--- src/rtl/dmem_responder.sv ---
`default_nettype none
// ============================================================================
// Module : dmem_responder
// Brief  : MEM-stage load/store responder. Drives a req/ack word memory and
//          stalls the pipeline until the access completes.
//          Optional range check enabled by defining DMEM_BOUNDS_CHECK_EN.
// Rev    : 1.0  initial release
// ============================================================================
module dmem_responder #(
  parameter int          ADDR_W     = 16,
  parameter logic [31:0] DMEM_LIMIT = 32'h0004_0000
) (
  input  logic              clk,
  input  logic              rstn,
  input  logic              memread_mem,
  input  logic              memwrite_mem,
  input  logic [31:0]       alu_result_mem,
  input  logic [31:0]       write_data_memory_mem,
  input  logic              alu_ready,
  output logic              data_ready_mem,
  output logic [31:0]       data_from_memory_mem,
  output logic              mem_req,
  output logic              mem_we,
  output logic [ADDR_W-1:0] mem_addr,
  output logic [31:0]       mem_wdata,
  input  logic              mem_ack,
  input  logic [31:0]       mem_rdata,
  output logic              err_oob
);

  localparam logic [1:0] S_IDLE = 2'd0;
  localparam logic [1:0] S_BUSY = 2'd1;
  localparam logic [1:0] S_DONE = 2'd2;

  logic [1:0]        r_state;
  logic [1:0]        w_state_nxt;
  logic              w_op;
  logic              w_oob;
  logic              r_mem_req;
  logic              r_mem_we;
  logic [ADDR_W-1:0] r_mem_addr;
  logic [31:0]       r_mem_wdata;
  logic [31:0]       r_load_data;
  logic              w_unused;

  assign w_op = memread_mem | memwrite_mem;

`ifdef DMEM_BOUNDS_CHECK_EN
  logic r_err_oob;

  assign w_oob = (alu_result_mem >= DMEM_LIMIT);

  always_ff @(posedge clk) begin
    if (!rstn) begin
      r_err_oob <= 1'b0;
    end else if (r_state == S_IDLE && w_op && w_oob) begin
      r_err_oob <= 1'b1;
    end
  end

  assign err_oob = r_err_oob;
`else
  assign w_oob   = 1'b0;
  assign err_oob = 1'b0;
`endif

  // Address bits outside the word index, and the limit, matter only in some builds
  assign w_unused = ^{alu_result_mem, DMEM_LIMIT};

  always_ff @(posedge clk) begin
    if (!rstn) begin
      r_state <= S_IDLE;
    end else begin
      r_state <= w_state_nxt;
    end
  end

  always_comb begin
    w_state_nxt = r_state;
    case (r_state)
      S_IDLE: begin
        if (w_op) begin
          w_state_nxt = w_oob ? S_DONE : S_BUSY;
        end
      end
      S_BUSY: begin
        if (mem_ack) begin
          w_state_nxt = S_DONE;
        end
      end
      S_DONE: begin
        if (alu_ready) begin
          w_state_nxt = S_IDLE;
        end
      end
      default: w_state_nxt = S_IDLE;
    endcase
  end

  always_comb begin
    data_ready_mem = 1'b0;
    case (r_state)
      S_IDLE:  data_ready_mem = ~w_op;
      S_DONE:  data_ready_mem = 1'b1;
      default: data_ready_mem = 1'b0;
    endcase
  end

  // Bus fields are captured once at launch; acks outside BUSY are stale and dropped
  always_ff @(posedge clk) begin
    if (!rstn) begin
      r_mem_req   <= 1'b0;
      r_mem_we    <= 1'b0;
      r_mem_addr  <= '0;
      r_mem_wdata <= '0;
      r_load_data <= '0;
    end else begin
      case (r_state)
        S_IDLE: begin
          if (w_op && w_oob) begin
            if (!memwrite_mem) begin
              r_load_data <= '0;
            end
          end else if (w_op) begin
            r_mem_req   <= 1'b1;
            r_mem_we    <= memwrite_mem;
            r_mem_addr  <= alu_result_mem[ADDR_W+1:2];
            r_mem_wdata <= write_data_memory_mem;
          end
        end
        S_BUSY: begin
          if (mem_ack) begin
            r_mem_req <= 1'b0;
            if (!r_mem_we) begin
              r_load_data <= mem_rdata;
            end
          end
        end
        default: ;
      endcase
    end
  end

  assign mem_req              = r_mem_req;
  assign mem_we               = r_mem_we;
  assign mem_addr             = r_mem_addr;
  assign mem_wdata            = r_mem_wdata;
  assign data_from_memory_mem = r_load_data;

endmodule

`default_nettype wire

--- config.mk ---
export PLATFORM = sky130hd
export DESIGN_NAME = dmem_responder
export DESIGN_NICKNAME = d
export VERILOG_FILES = /design/src/rtl/dmem_responder.sv
export SDC_FILE = /design/constraint.sdc
export NUM_CORES = 1
export LEC_CHECK = 0
export CAP_MARGIN = 20
export CELL_PAD_IN_SITES_DETAIL_PLACEMENT = 1
export CELL_PAD_IN_SITES_GLOBAL_PLACEMENT = 1
export CORE_UTILIZATION = 28
export CTS_BUF_LIST = sky130_fd_sc_hd__clkbuf_4 sky130_fd_sc_hd__clkbuf_8
export DETAILED_ROUTE_END_ITERATION = 6
export PLACE_DENSITY = 0.86
export SETUP_SLACK_MARGIN = 0.5
export SYNTH_ARGS = -nofsm -noshare
export SYNTH_HDL_FRONTEND = slang
export SYNTH_SLANG_ARGS = --single-unit
--- constraint.sdc ---
create_clock -name clk -period 1.5 [get_ports clk]
set_input_delay 0.3 -clock clk [delete_from_list [all_inputs] [get_ports clk]]
set_output_delay 0.3 -clock clk [all_outputs]
set_load 0.005 [all_outputs]
After elaboration in Yosys (flattened, before gate mapping)
Cells that the tools add are included.
Word-level totals
  memories: 0
  input bits: 102
  ROM bits: 0
  bits in writable memories: 0
  word-level logic and storage cells: 28
  bits in latches: 0
  register bits: 84
Cells by class
  shifts and indexed selects: 0
  order comparisons: 0
  eq/ne operators: 5
  reduce and logical (&&, ||, !) cells: 6
  $mul: 0
  $add $sub $neg: 0
  bitwise operators: 3
  divide/modulo/power cells: 0
  multiplexer cells: 8
Operators with widths (number)
  $reduce_and 3->1: 3
  $mux 2: 3
  $ne 2x2->1 const B: 3
  $pmux 2 s3: 1
  $pmux 1 s2: 2
  $eq 2x1->1 const B: 1
  $eq 2x2->1 const B: 1
  $logic_not 2->1: 1
  $mux 1: 2
  $not 1->1: 2
  $reduce_and 2->1: 1
  $reduce_bool 2->1: 1
  $or 1x1->1: 1

Depth between registers and ports, before layout
  depth after elaboration: 3
  gate-level depth with buffers: 5

Worst setup path before layout
No wires, ideal clock.
  path kind: flip-flop to flip-flop
  start point: reg r_state[1]
  end point: reg r_mem_addr[0], in the netlist mem_addr[0]
  setup time: 72 ps
  stages on the path, launching flop included: 4
  data required time: 1428 ps
  period minus slack after synthesis: 1185 ps
  arrival: 1114 ps
  slack: 315 ps
  buffers on the path: 1
  cell sequence: dfxtp_1 > nor3_4 > buf_8 > mux2i_1
On the way
  longest elaborated chain between the ends: 2
Ends and longest elaborated chain
  start, declared: line 35  | logic [1:0] r_state;
  start signal, assigned: line 74  | r_state <= w_state_nxt;
  $logic_not 2->1: line 118  | case (r_state)
  $reduce_and 2->1 (no line)
  end signal, assigned: line 127  | r_mem_addr <= alu_result_mem[ADDR_W+1:2];
  end, declared: line 41  | logic [ADDR_W-1:0] r_mem_addr;
Every way passes these cells.
A chain may end at the register's enable or synchronous reset.

Worst setup path after layout
  start point: in memwrite_mem
  end point: reg r_mem_wdata[0], in the netlist mem_wdata[0]
On the way
  longest elaborated chain between the ends: 2
Ends and longest elaborated chain
  start, declared: line 16  | input logic memwrite_mem,
  $or 1x1->1: line 46  | assign w_op = memread_mem | memwrite_mem;
  $reduce_and 2->1 (no line)
  end signal, assigned: line 128  | r_mem_wdata <= write_data_memory_mem;
  end, declared: line 42  | logic [31:0] r_mem_wdata;
Every way passes these cells.

==> qor_table.md <==
| Parameter | This run |
| --- | --- |
| Antenna viol nets, final | 0 |
| Global Route Usage Sum | 18.0% |
| Aggregate routed wire length | 12000 um |
| Net switching power | 0.00151 W |
| Count of unresolved DRC violations after routing | 0 |
| Post-DP HPWL | 7590 um |
| Initial antenna violation count | 0 |
| Category of the worst setup path capture point | register |
| Total Die Area | 0.0122 mm2 |
| Capturing element of the worst setup path | mem_wdata[0]$_SDFFE_PN0P_ |
| Core footprint | 0.0115 mm2 |
| Type of the worst min-delay path | input port to register |
| TritonCTS clock tree | built |
| Part of the power in registers | 46.0% |
| Setup slack of the most critical reg-to-reg path | 210 ps |
| Final worst-path setup slack | 204 ps |
| Inst Count DP | 676 |
| Endpoint required time on the critical path | 1750 ps |
| Static power due to leakage | 2.77 nW |
| Startpoint of the worst-slack reg-to-reg timing path | r_state[1]$_SDFFE_PN0P_ |
| # setup viols final | 0 |
| Synthesized area per cell | 8.87 um2 |
| Number of diodes added for antenna fixing | 0 |
| Clock transition at the register clock pins on the worst setup and hold paths after CTS | 80 ps |
| Initial detailed-routing violation count | 101 |
| Final worst path period share | 86.4% |
| Commonest cells after routing, fill and taps aside | sky130_fd_sc_hd__nand2_1 (130), sky130_fd_sc_hd__clkdlybuf4s50_1 (82), sky130_fd_sc_hd__dfxtp_2 (81) |
| Power per cell area | 897 mW/mm2 |
| Clock Power Share | 28.6% |
| Total vias in the final route | 3419 |
| Number of buffers added on ports | 168 |
| Post-Synthesis Cell Area | 0.00331 mm2 |
| Via-to-Cell Ratio | 4.57 |
| Slowest CP cell | sky130_fd_sc_hd__dlygate4sd2_1 |
| Clock Latency Late Sink | 350 ps |
| Synth Instances | 373 |
| Number of hold violations in the final report | 0 |
| Initial DRT Pass Iterations | 4 |
| CTS Hold Bufs | 0 |
| Final slew viol count | 0 |
| IO Count | 186 |
| Maximum frequency from static timing analysis | 772 MHz |
| RePlAce Congestion | 0.744 |
| Share of post-route cells with drive strength above 1 | 51.7% |
| GRT Residual Overflow | 0 |
| Share of synthesized area occupied by flip-flops and latches | 50.9% |
| Post-Place Setup Slack | -422 ps |
| Count of nets after finishing | 702 |
| R2r endpoint | data_from_memory_mem[9]$_SDFFE_PN0P_ |
| Count of non-filler cells in the finished layout | 748 |
| Die Span Y | 111 um |
| Clock tree buffer depth | 2 |
| Net count after synthesis | 475 |
| Wire length of the first global-routing pass | 17800 um |
| Area grow syn2layout | 87.4% |
| Internal power | 0.00404 W |
| Max-cap violations | 0 |
| Largest net degree at the start of global routing | 39 |
| Count of different cell masters after synthesis | 23 |
| Clk Tree Root Cell | sky130_fd_sc_hd__clkbuf_8 |
| Count of yosys warnings during synthesis | 0 |
| Proportion of total power due to net switching | 27.2% |
| Standard-cell rows | 39 |
| R2r worst-path depth | 6 |
| Initial Util | 28.8% |
| CP Cell Sequence | dlygate4sd2_1 -> nor2_4 -> buf_4 -> nor3_4 -> buf_12 -> buf_16 -> mux2i_2 |
| Routed length per instance | 16.0 um |
| Critical Path Start | memwrite_mem |
| Most frequent standard cell in the layout excluding fill and tap cells | sky130_fd_sc_hd__nand2_1 |
| Clock period minus worst slack | 1300 ps |
| Proportion of power drawn by combinational gates | 25.4% |
| Critical path startpoint category | input port |
| Via count of the first global-routing pass | 3667 |
| Largest fanout on the critical path | 9 |
| Count of state elements after synthesis | 84 |
| Critical Path Max Stage Delay | 280 ps |
| Type of the worst setup path | input port to register |
| Maximum vdd ir drop | 0.000445 V |
| Number of H-tree branching levels | 3 |
| Final hold slack | 428 ps |
| TritonCTS sink count | 84 |
| Status | finished clean |
| Horizontal die dimension | 111 um |
| RSZ-0062 raised after global routing | yes |
| Clock buffer count from CTS | 9 |
| Signal arrival time at the worst endpoint | 1550 ps |
| Core occupancy in the finished layout | 54.0% |
| Largest clock skew in the final design | 10.9 ps |
## logic make-up after synthesis
family	count (synthesis)	share of synthesized area [%]
AOI/OAI and AO/OA	37	5.94
buffers and inverters	31	6.92
DFF	84	50.9
muxes	48	14.5
other	1	0.113
and+or+nand+nor	172	21.6
## layout make-up
| cell class | count | area (um2) |
|---|---|---|
| Fill cell | 1292 | 5270 |
| Multi-Input combinational cell | 258 | 1660 |
| Timing Repair Buffer | 247 | 2370 |
| Clock inverter | 4 | 32.5 |
| Clock buffer | 12 | 165 |
| Sequential cell | 84 | 1790 |
| Tap cell | 143 | 179 |
## critical path: cells and delay by family
| kind | cells | cell delay, ps |
|---|---|---|
| buffers and inverters | 4 | 740 |
| and+or+nand+nor | 2 | 270 |
| muxes | 1 | 220 |
## what timing repair did
| item | in CTS | in global routing |
|---|---|---|
| cloned | 2 | 5 |
| endpoints found under the setup margin | 165 | 167 |
| pin swaps | 3 | 7 |
| gates resized for setup | 454 | 40 |
| setup buffers | 37 | 12 |
## stage by stage
step           TNS, ps  instance area, um2  power (W)
6_report             0                6200    0.00556
5_1_grt              0                6200    0.00583
3_5_place_dp    -12930                5340    0.00376
3_3_place_gp    -10270                5340    0.00370
2_1_floorplan        0                3480    0.00306
4_1_cts              0                5800    0.00546
## how the worst min path moves through the flow
| stage | from | to | slack, ps | depth (start not counted) |
|---|---|---|---|---|
| global placement | mem_wdata[12]$_SDFFE_PN0P_ | mem_wdata[12]$_SDFFE_PN0P_ | 440 | 2 |
| floorplan | mem_rdata[10] | data_from_memory_mem[10]$_SDFFE_PN0P_ | 430 | 2 |
| detailed placement | mem_addr[7]$_SDFFE_PN0P_ | mem_addr[7]$_SDFFE_PN0P_ | 450 | 2 |
| finish | memwrite_mem | mem_we$_SDFFE_PN0P_ | 430 | 2 |
| global route | memwrite_mem | mem_we$_SDFFE_PN0P_ | 410 | 2 |
| CTS | rstn | data_from_memory_mem[20]$_SDFFE_PN0P_ | 400 | 3 |
## synthesized netlist by cell type
| cell | count | share of area, % |
|---|---|---|
| sky130_fd_sc_hd__nand2_1 | 130 | 15 |
| sky130_fd_sc_hd__dfxtp_1 | 84 | 51 |
| sky130_fd_sc_hd__mux2i_1 | 48 | 15 |
| sky130_fd_sc_hd__nand3_1 | 32 | 4.8 |
| sky130_fd_sc_hd__o21ai_0 | 25 | 3.8 |
| sky130_fd_sc_hd__clkbuf_1 | 12 | 1.4 |
| sky130_fd_sc_hd__o21ai_1 | 7 | 1.1 |
| sky130_fd_sc_hd__buf_6 | 6 | 2.0 |
| sky130_fd_sc_hd__buf_8 | 5 | 2.3 |
| sky130_fd_sc_hd__nor2_1 | 5 | 0.57 |
| sky130_fd_sc_hd__buf_1 | 3 | 0.34 |
| sky130_fd_sc_hd__buf_2 | 3 | 0.45 |
| sky130_fd_sc_hd__buf_4 | 2 | 0.45 |
| sky130_fd_sc_hd__o21a_1 | 2 | 0.45 |
| sky130_fd_sc_hd__a21boi_0 | 1 | 0.23 |
| sky130_fd_sc_hd__a21oi_1 | 1 | 0.15 |
| sky130_fd_sc_hd__a31o_2 | 1 | 0.26 |
| sky130_fd_sc_hd__and2_1 | 1 | 0.19 |
| sky130_fd_sc_hd__conb_1 | 1 | 0.11 |
| sky130_fd_sc_hd__nand3b_1 | 1 | 0.23 |
| sky130_fd_sc_hd__nand4bb_1 | 1 | 0.34 |
| sky130_fd_sc_hd__nor3_4 | 1 | 0.49 |
| sky130_fd_sc_hd__nor3b_1 | 1 | 0.23 |
## flip-flops by register name (all words and copies together) (netlist names)
register              count
r_state                   2
data_from_memory_mem     32
mem_we                    1
mem_addr                 16
mem_wdata                32
mem_req                   1
## metal layers
metal  vias up  share of wire (%)  global-route usage [%]
met3         4                4.9                    5.74
met5         -                  0                       0
li1       1675                  -                       -
met4         0               0.46                    3.02
met2       101                 56                    34.8
met1      1639                 38                    18.9
## power by group through the flow
stage	sequential (W)	clock, W	combinational [W]
3_3_place_gp	0.00255	0	0.00115
4_1_cts	0.00255	0.00165	0.00127
2_1_floorplan	0.00256	0	0.000501
3_5_place_dp	0.00257	0	0.00120
5_1_grt	0.00258	0.00175	0.00151
6_report	0.00255	0.00159	0.00141
(Power assumes the default switching activity.)
